==> src/rtl/pkt_ser_pkg.sv <==
// rtl/pkt_ser_pkg.sv - shared state encoding, framing defaults and frame-length helper
package pkt_ser_pkg;

    typedef enum logic [2:0] {
        ST_IDLE = 3'd0,
        ST_HDR  = 3'd1,
        ST_LEN  = 3'd2,
        ST_DATA = 3'd3,
        ST_FTR  = 3'd4,
        ST_GAP  = 3'd5
    } state_t;

    localparam logic [7:0] HDR_PAT_DEF = 8'hA5;
    localparam logic [7:0] FTR_PAT_DEF = 8'h5A;

    // Cycles with frm_o high for one packet of len+1 data bits.
    function automatic int frame_len(input int hw, input int lw, input int len);
        return 2 * hw + lw + len + 1;
    endfunction

endpackage

==> src/rtl/pkt_ser.sv <==
// rtl/pkt_ser.sv - framed serial packetizer: header, length, data, footer, idle gap
module pkt_ser
    import pkt_ser_pkg::*;
#(
    parameter int             DW        = 32,
    parameter int             LW        = $clog2(DW),
    parameter int             HW        = 8,
    parameter logic [HW-1:0]  HDR_PAT   = HDR_PAT_DEF,
    parameter logic [HW-1:0]  FTR_PAT   = FTR_PAT_DEF,
    parameter bit             MSB_FIRST = 1'b1,
    parameter int             GAP       = 2
) (
    input  logic          clk_i,
    input  logic          rst_i,
    input  logic [DW-1:0] dat_i,
    input  logic [LW-1:0] len_i,
    input  logic          vld_i,
    output logic          ack_o,
    output logic          dat_o,
    output logic          frm_o,
    output logic          busy_o
);

    // Counter also has to hold GAP-1, so it is widened if GAP is unusually large.
    localparam int GW  = (GAP > 1) ? $clog2(GAP) : 1;
    localparam int CW0 = (HW > DW) ? HW : DW;
    localparam int CW  = (GW > CW0) ? GW : CW0;

    state_t        state_q, state_n;
    logic [CW-1:0] cnt_q, cnt_n;
    logic [DW-1:0] dat_q;
    logic [LW-1:0] len_q;
    logic          cap;
    logic          ack_n, bit_n, frm_n, busy_n;
    logic [CW-1:0] didx;

    always_comb begin
        state_n = state_q;
        cnt_n   = cnt_q;
        ack_n   = 1'b0;
        cap     = 1'b0;
        if (state_q == ST_IDLE) begin
            if (vld_i) begin
                state_n = ST_HDR;
                cnt_n   = CW'(HW - 1);
                ack_n   = 1'b1;
                cap     = 1'b1;
            end
        end else if (cnt_q != '0) begin
            cnt_n = cnt_q - CW'(1);
        end else begin
            case (state_q)
                ST_HDR: begin
                    state_n = ST_LEN;
                    cnt_n   = CW'(LW - 1);
                end
                ST_LEN: begin
                    state_n = ST_DATA;
                    cnt_n   = CW'(len_q);
                end
                ST_DATA: begin
                    state_n = ST_FTR;
                    cnt_n   = CW'(HW - 1);
                end
                ST_FTR: begin
                    if (GAP == 0) begin
                        state_n = ST_IDLE;
                        cnt_n   = '0;
                    end else begin
                        state_n = ST_GAP;
                        cnt_n   = CW'(GAP - 1);
                    end
                end
                default: begin
                    state_n = ST_IDLE;
                    cnt_n   = '0;
                end
            endcase
        end
    end

    // Outputs are computed from the next state so they can be registered
    // and still line up with the state they describe.
    always_comb begin
        bit_n  = 1'b0;
        didx   = MSB_FIRST ? cnt_n : (CW'(len_q) - cnt_n);
        frm_n  = (state_n == ST_HDR) || (state_n == ST_LEN) ||
                 (state_n == ST_DATA) || (state_n == ST_FTR);
        busy_n = (state_n != ST_IDLE);
        case (state_n)
            ST_HDR: begin
                for (int i = 0; i < HW; i++)
                    if (cnt_n == CW'(i)) bit_n = HDR_PAT[i];
            end
            ST_LEN: begin
                for (int i = 0; i < LW; i++)
                    if (cnt_n == CW'(i)) bit_n = len_q[i];
            end
            ST_DATA: begin
                for (int i = 0; i < DW; i++)
                    if (didx == CW'(i)) bit_n = dat_q[i];
            end
            ST_FTR: begin
                for (int i = 0; i < HW; i++)
                    if (cnt_n == CW'(i)) bit_n = FTR_PAT[i];
            end
            default: bit_n = 1'b0;
        endcase
    end

    always_ff @(posedge clk_i) begin
        if (rst_i) begin
            state_q <= ST_IDLE;
            cnt_q   <= '0;
            dat_q   <= '0;
            len_q   <= '0;
            ack_o   <= 1'b0;
            dat_o   <= 1'b0;
            frm_o   <= 1'b0;
            busy_o  <= 1'b0;
        end else begin
            state_q <= state_n;
            cnt_q   <= cnt_n;
            if (cap) begin
                dat_q <= dat_i;
                len_q <= len_i;
            end
            ack_o   <= ack_n;
            dat_o   <= bit_n;
            frm_o   <= frm_n;
            busy_o  <= busy_n;
        end
    end

endmodule

==> config.mk <==
export PLATFORM = sky130hd
export DESIGN_NAME = pkt_ser
export DESIGN_NICKNAME = d
export VERILOG_FILES = /design/src/rtl/pkt_ser_pkg.sv /design/src/rtl/pkt_ser.sv
export SDC_FILE = /design/constraint.sdc
export NUM_CORES = 1
export LEC_CHECK = 0
export CORE_ASPECT_RATIO = 1.2
export CORE_MARGIN = 2
export CORE_UTILIZATION = 62
export DETAILED_ROUTE_END_ITERATION = 16
export GPL_ROUTABILITY_DRIVEN = 0
export MAX_ROUTING_LAYER = met4
export PLACE_DENSITY = 0.95
export SLEW_MARGIN = 40
export SYNTH_ARGS = -nofsm -noshare
export SYNTH_HDL_FRONTEND = slang
export SYNTH_SLANG_ARGS = --single-unit
==> constraint.sdc <==
create_clock -name clk_i -period 6.05 [get_ports clk_i]
set_input_delay 1.21 -clock clk_i [delete_from_list [all_inputs] [get_ports clk_i]]
set_output_delay 1.21 -clock clk_i [all_outputs]
set_load 0.02 [all_outputs]
[Word-level counts from Yosys, hierarchy flattened]
Cells that the tools add are included.
Word-level totals
  bits in registers: 76
  output and inout bits: 4
  word-level logic and storage cells: 118
Operators by class
  add/sub/neg operators: 1
  equal/unequal tests: 39
  mux-type cells: 63
  reductions and logical operators: 7
Operators with widths (count)
  $eq A32 B5 Y1 const B: 16
  $eq A32 B4 Y1 const B: 8
  $eq A32 B3 Y1 const B: 4
  $mux W32: 3
  $eq A32 B2 Y1 const B: 2
  $mux W1: 54
  $eq A32 B1 Y1 const B: 1
  $logic_not A32 Y1: 1
  $reduce_bool A32 Y1: 1
  $sub A32 B1 Y32 const B: 1
  $pmux W5 S4: 1
  $eq A3 B2 Y1 const B: 4
  $pmux W3 S4: 1
  $mux W3: 3
  $eq A3 B1 Y1 const B: 2
  $eq A3 B3 Y1 const B: 2
  $pmux W1 S4: 1
  $logic_not A3 Y1: 1
  $logic_or A1 B1 Y1: 3
  $reduce_bool A3 Y1: 1

[Logic depth before layout (Yosys ltp)]
Gate-level depths: netlist of the first run.
  depth after elaboration: 38
  gate-level depth with buffers: 14

[Worst setup path after synthesis of the first run]
OpenSTA, ideal clock, no wires.
  path kind: input -> register
  start: input vld_i
  end: register dat_o
  setup time: 86 ps
  arrival: 3753 ps
  data required time: 5964 ps
  path slack: 2211 ps
  cell stages on the path: 11
  buffers on the path: 2
  cells stage by stage: or4b_2 -> clkbuf_1 -> clkbuf_1 -> o311ai_0 -> o21ai_1 -> a2111oi_2 -> nand4_1 -> or4_4 -> o41ai_1 -> nor2_1 -> a211oi_1
On the way
  cells in the longest elaborated chain, start to end: 36
  elaborated cells on any way between the ends: 93
RTL lines
  start, declared: line pkt_ser.sv:17  | input logic vld_i,
  $mux W32: line pkt_ser.sv:43  | if (vld_i) begin
  $mux W32: line pkt_ser.sv:42  | if (state_q == ST_IDLE) begin
  $logic_not A32 Y1
  $mux W1 (32 in a row): line pkt_ser.sv:101  | if (didx == CW'(i)) bit_n = dat_q[i];
  $pmux W1 S4 *: line pkt_ser.sv:90  | case (state_n)
  end signal, assigned: line pkt_ser.sv:129  | dat_o <= bit_n;
  end, declared: line pkt_ser.sv:19  | output logic dat_o,
Mark *: on every way between the ends. The rest lies on a longest branch, timed or not.
A chain may end at the register's enable or synchronous reset.

[Worst setup path in the final report of the first run]
  start: register cnt_q[0]
  end: register dat_o
On the way
  cells in the longest elaborated chain, start to end: 37
  elaborated cells on any way between the ends: 96
RTL lines
  start, declared: line pkt_ser.sv:30  | logic [CW-1:0] cnt_q, cnt_n;
  start signal, assigned: line pkt_ser.sv:123  | cnt_q <= cnt_n;
  $sub A32 B1 Y32 or $reduce_bool A32 Y1 (tied branches): line pkt_ser.sv:50, pkt_ser.sv:49
  $mux W32: line pkt_ser.sv:49  | end else if (cnt_q != '0) begin
  $mux W32: line pkt_ser.sv:42
  $logic_not A32 Y1
  $mux W1 (32 in a row): line pkt_ser.sv:101
  $pmux W1 S4 *: line pkt_ser.sv:90
Marks and branches as above.

==> results_dict.tcl, run 1 <==
set metrics [dict create \
    clockBufferDepth 2 \
    path_clk_slew_ps 80 \
    detail_route.wl_per_cell_um 18.8 \
    drtAntennaViolNets 0 \
    grt_pass1_vias 4716 \
    syn_area_per_cell_um2 7.45 \
    critical_path_class "reg -> reg" \
    globalRouteOverflowTotal 0 \
    pin_count 44 \
    crit-reg2reg-capture "dat_o" \
    dp_cells 705 \
    timing_hold_violations_final 0 \
    dr.pass1.iters 8 \
    dr.first_iter.drc_count 724 \
    die_area_um2 7990 \
    rows 34 \
    worstSetupStartpointType "flop" \
    instances_no_fill 721 \
    synthSimpleGateAreaFrac_pct 33.4 \
    tritoncts "done" \
    slew_headroom_pct 43.0 \
    outcome "completed" \
    nFillCells 537 \
    min_period_ps 4690 \
    cts_made_buffers 9 \
    clk_latency_ps 380 \
    max_clock_freq_mhz 213 \
    hp-start "dat_q[12]" \
    worstPathRequired_ps 6350 \
    cts_resized 0 \
    hold_buffers 0 \
    synth_cells 607 \
    synthArstFlopShare_pct 0 \
    synth_top_area_cell "dfxtp_1" \
    synth.distinct_cells 81 \
    synth_top_family_by_area "simple AND/OR/NAND/NOR gates" \
    ff_latch_area_um2 1520 \
    crit_fanout 15 \
    synth_edf_count 0 \
    setup_tns_ps 0 \
    worstPathArrival_ps 4980 \
    synth_top_area_share_pct 33.7 \
    min_path_type "reg -> reg" \
    min_to "dat_q[12]" \
    dr_total_vias 5025 \
    remaining_drc_errors 0 \
    cts_root_buf "clkbuf_8" \
    synthAdderAreaFrac_pct 0.277 \
    maxCapViolCount 0 \
    synth_area_leaders "dfxtp_1, nand2_1, a21oi_1" \
    dp_hpwl_um 9050 \
    syn_area_um2 4520 \
    drt_wl_total_um 13500 \
    grt_pass1_wl_um 22300 \
    synthXorXnorAreaFrac_pct 0.581 \
    antenna_found_initial 1 \
    syn-num-nets 648 \
    reg2regPathDepth 12 \
    timing.rr.start "cnt_q[0]" \
    portBuffers 43 \
    ys_ff_latch 76 \
    core_um2 7150 \
    htree_levels 3 \
    hold_slack_ps 466 \
    final-max-slew-violation-count 0 \
    ys_seq_area_share_pct 33.7 \
    period_share_pct 77.5 \
    fin_worst_skew_ps 8.36 \
    grt_max_degree 77 \
    crit_path_end_kind "flop" \
    die_x_um 82.0 \
    hold_depth 2 \
    tightestPinTransition_ps 852 \
    synthFlopType "dfxtp_1" \
    initial_core_util_pct 63.3 \
    cts_sinks 76 \
    setup_violations 0 \
    r2r_slack_ps 1360 \
    die_h_um 97.5 \
    rsz0062_at_grt "no" \
    grt_usage_pct 36.6 \
    num-nets-final 667 \
    layout-drive-gt1-share_pct 9.21 \
    post_cts_buffers 0 \
    ys_warn_count 0 \
    multi_input_area_um2 2790 \
    areaGrowthSynthToFinish_pct 15.3 \
    synth-compound-area-share_pct 24.8 \
    synthMuxAreaShare_pct 2.10 \
    via_per_inst 6.97 \
]
## how the worst max path moves through the flow
| stage | depth (start not counted) | startpoint | slack, ps | end |
|---|---|---|---|---|
| after detailed placement | 11 | vld_i | 1150 | dat_o |
| after floorplan | 11 | vld_i | 2210 | dat_o |
| final | 12 | cnt_q[0] | 1360 | dat_o |
| after global routing | 12 | cnt_q[0] | 1180 | dat_o |
| after CTS | 12 | cnt_q[0] | 1470 | dat_o |
| after global placement | 10 | vld_i | 1040 | dat_o |
## cell type report
class | count | share of cell area (%)
clock buffer | 9 | 2.38
timing repair buffer | 51 | 9.31
clock inverter | 6 | 2.64
antenna | 1 | 0.0480
tap | 90 | 2.16
sequential | 76 | 29.2
multi-input combinational | 477 | 53.5
inverter | 11 | 0.792
## sequential cells by signal, indices dropped and copies added (netlist names)
signal	cells
ack_o	1
busy_o	1
cnt_q	32
dat_o	1
dat_q	32
frm_o	1
len_q	5
state_q	3
## per-stage QoR
stage / setup WS, ps / area [um^2] / utilization, %
2_1_floorplan: 2210 / 4520 / -
3_3_place_gp: 1040 / 4930 / 69.0
3_5_place_dp: 1150 / 4940 / 69.2
4_1_cts: 1470 / 5200 / 72.8
5_1_grt: 1180 / 5210 / 73.0
6_report: 1360 / 5210 / 73.0
## cell usage in the layout (no fill, tap or decap), types with 12 or more instances in the layout
master	n
nand4_1	15
nand2_1	117
a21oi_1	69
nand3_1	12
clkdlybuf4s50_1	42
a31oi_1	14
nor3_1	19
nor2_1	52
o21ai_0	19
dfxtp_1	76
or3_1	16
## layer usage
| layer | share of wire, % | GRT usage [%] | vias up |
|---|---|---|---|
| li1 | - | - | 2286 |
| met4 | 7.3 | 23.7 | 0 |
| met1 | 36 | 41.1 | 2264 |
| met2 | 49 | 56.3 | 363 |
| met3 | 8.5 | 9.29 | 112 |
| met5 | 0 | - | - |
## cell usage after synthesis, types with 5 or more instances
cell type / instances
a21oi_1: 69
nand2_1: 117
o21ai_0: 19
nor4_1: 11
a211oi_1: 5
nor2_1: 54
a31oi_1: 14
or3_1: 16
inv_1: 11
dfxtp_1: 76
mux2i_1: 5
nand3_1: 12
nor3_1: 20
or2_2: 5
nand4_1: 15
or4_1: 8
clkbuf_1: 32
nor2b_1: 8
## cell families after synthesis
family | count (synthesis)
xor gates and xnor gates | 3
buffers and inverters | 54
adders and majority gates | 1
AOI/OAI and AO/OA | 167
DFF | 76
muxes | 9
and+or+nand+nor | 297
## critical path, stage by stage (launching register included)
cell	delay (ps)
dfxtp_1	370
inv_1	110
ha_1	210
or3b_2	510
nor4_4	530
nand3_1	560
o21ai_2	710
a22o_1	240
a222oi_1	130
nor4b_1	170
or4_1	480
a2111o_1	350
a211oi_1	220
Power of run 1 is left out: the tool's default activity adds up to more than one toggle a clock period on the data nets, which glitch-free logic cannot reach.
==> run 2: changes to the inputs <==
Settings changed: CORE_UTILIZATION 62 to 52, PLACE_DENSITY 0.95 to 0.86.
Clock period 6.05 ns to 3.9 ns, I/O delays scaled along.
==> results_dict.tcl, run 2 (synthesis gave the netlist of run 1 again) <==
set metrics [dict create \
    outcome "completed" \
    rsz0062_at_grt "no" \
    maxCapViolCount 0 \
    top_regs "cnt_q x32, dat_q x32, len_q x5" \
    path_clk_slew_ps 80 \
    final-max-slew-violation-count 0 \
    detail_route.wl_per_cell_um 17.6 \
    portBuffers 43 \
    critical_path_class "reg -> reg" \
    dr_total_vias 5221 \
    period_share_pct 96.5 \
    dr.first_iter.drc_count 592 \
    dp_hpwl_um 10200 \
    max_clock_freq_mhz 266 \
    final_common_cell "nand2_1" \
    dpl_worst_slack_ps -254 \
    hold_slack_ps 455 \
    cts_made_buffers 9 \
    fin_worst_skew_ps 11.3 \
    slew_headroom_pct 55.1 \
    min_period_ps 3760 \
    grt_pass1_vias 5026 \
    htree_levels 3 \
    grt_pass1_wl_um 23000 \
    tightestPinTransition_ps 673 \
    layout-drive-gt1-share_pct 16.2 \
    remaining_drc_errors 0 \
    final_core_util_pct 66.3 \
    pin_count 44 \
    initial_core_util_pct 53.1 \
    setup_violations 0 \
    timing_hold_violations_final 0 \
    min_path_type "reg -> reg" \
    num_antenna_cells 0 \
    core_um2 8520 \
    die_area_um2 9460 \
    die_h_um 106 \
    drt_wl_total_um 14000 \
    final_cell_mix "nand2_1, dfxtp_1, a21oi_1" \
    worst_slack_ps 136 \
    drtAntennaViolNets 0 \
    grt_usage_pct 31.5 \
    dr.pass1.iters 5 \
    worstPathArrival_ps 4060 \
    worstSetupStartpointType "flop" \
    tritoncts "done" \
    globalRouteOverflowTotal 0 \
    hold_buffers 0 \
    crit_fanout 19 \
    rows 37 \
    via_per_inst 6.57 \
    crit_path_end_kind "flop" \
    areaGrowthSynthToFinish_pct 24.9 \
    clockBufferDepth 2 \
    grt_max_degree 48 \
    worstPathRequired_ps 4190 \
    clk_latency_ps 380 \
    die_x_um 89.1 \
    num-nets-final 714 \
    cts_root_buf "clkbuf_8" \
    cts_sinks 76 \
    antenna_found_initial 0 \
]
[run 2: through the flow]
stage	cells	area [um^2]	setup TNS [ps]
floorplan	607	4520	0
global placement	776	5350	-185
CTS	792	5570	0
finish	795	5640	0
detailed placement	776	5350	-254
global route	795	5640	0
[run 2: metal layers]
layer | wire length [um] | GRT usage, %
met5 | 0 | -
met3 | 1120 | 5.59
met1 | 4990 | 34.6
met2 | 6670 | 49.0
met4 | 1210 | 24.9
[run 2: worst paths after layout]
check,start,to,slack [ps],cells past startpoint
max,cnt_q[25],dat_o,140,11
min,dat_q[0],dat_q[0],460,2
max reg2reg,cnt_q[25],dat_o,140,11
min reg2reg,dat_q[0],dat_q[0],460,2
[run 2: cell type report]
class / instances / area [um^2]
Clock inverter: 7 / 101
Timing Repair Buffer: 98 / 888
Tap cell: 117 / 146
Sequential cell: 76 / 1520
Multi-Input combinational cell: 477 / 2820
Clock buffer: 9 / 124
Fill cell: 720 / 2870
Inverter: 11 / 41.3
[run 2: worst max-delay path: stages (launching register included)]
cell	delay [ps]
dfxtp_1	360
or4_4	550
or3_4	480
o31ai_4	320
buf_12	200
o41ai_1	110
nor4bb_1	470
nand4_1	150
or4_4	480
o41ai_2	290
nor2_1	70
a211oi_1	190
[run 2: timing repair]
action                                  CTS  global route
endpoints found under the setup margin    1             1
buffers inserted                          0             3
pin swaps                                 0             3
resized for setup                         1             9
endpoints found under the hold margin     0             0
Power of run 2 is left out for the same reason.
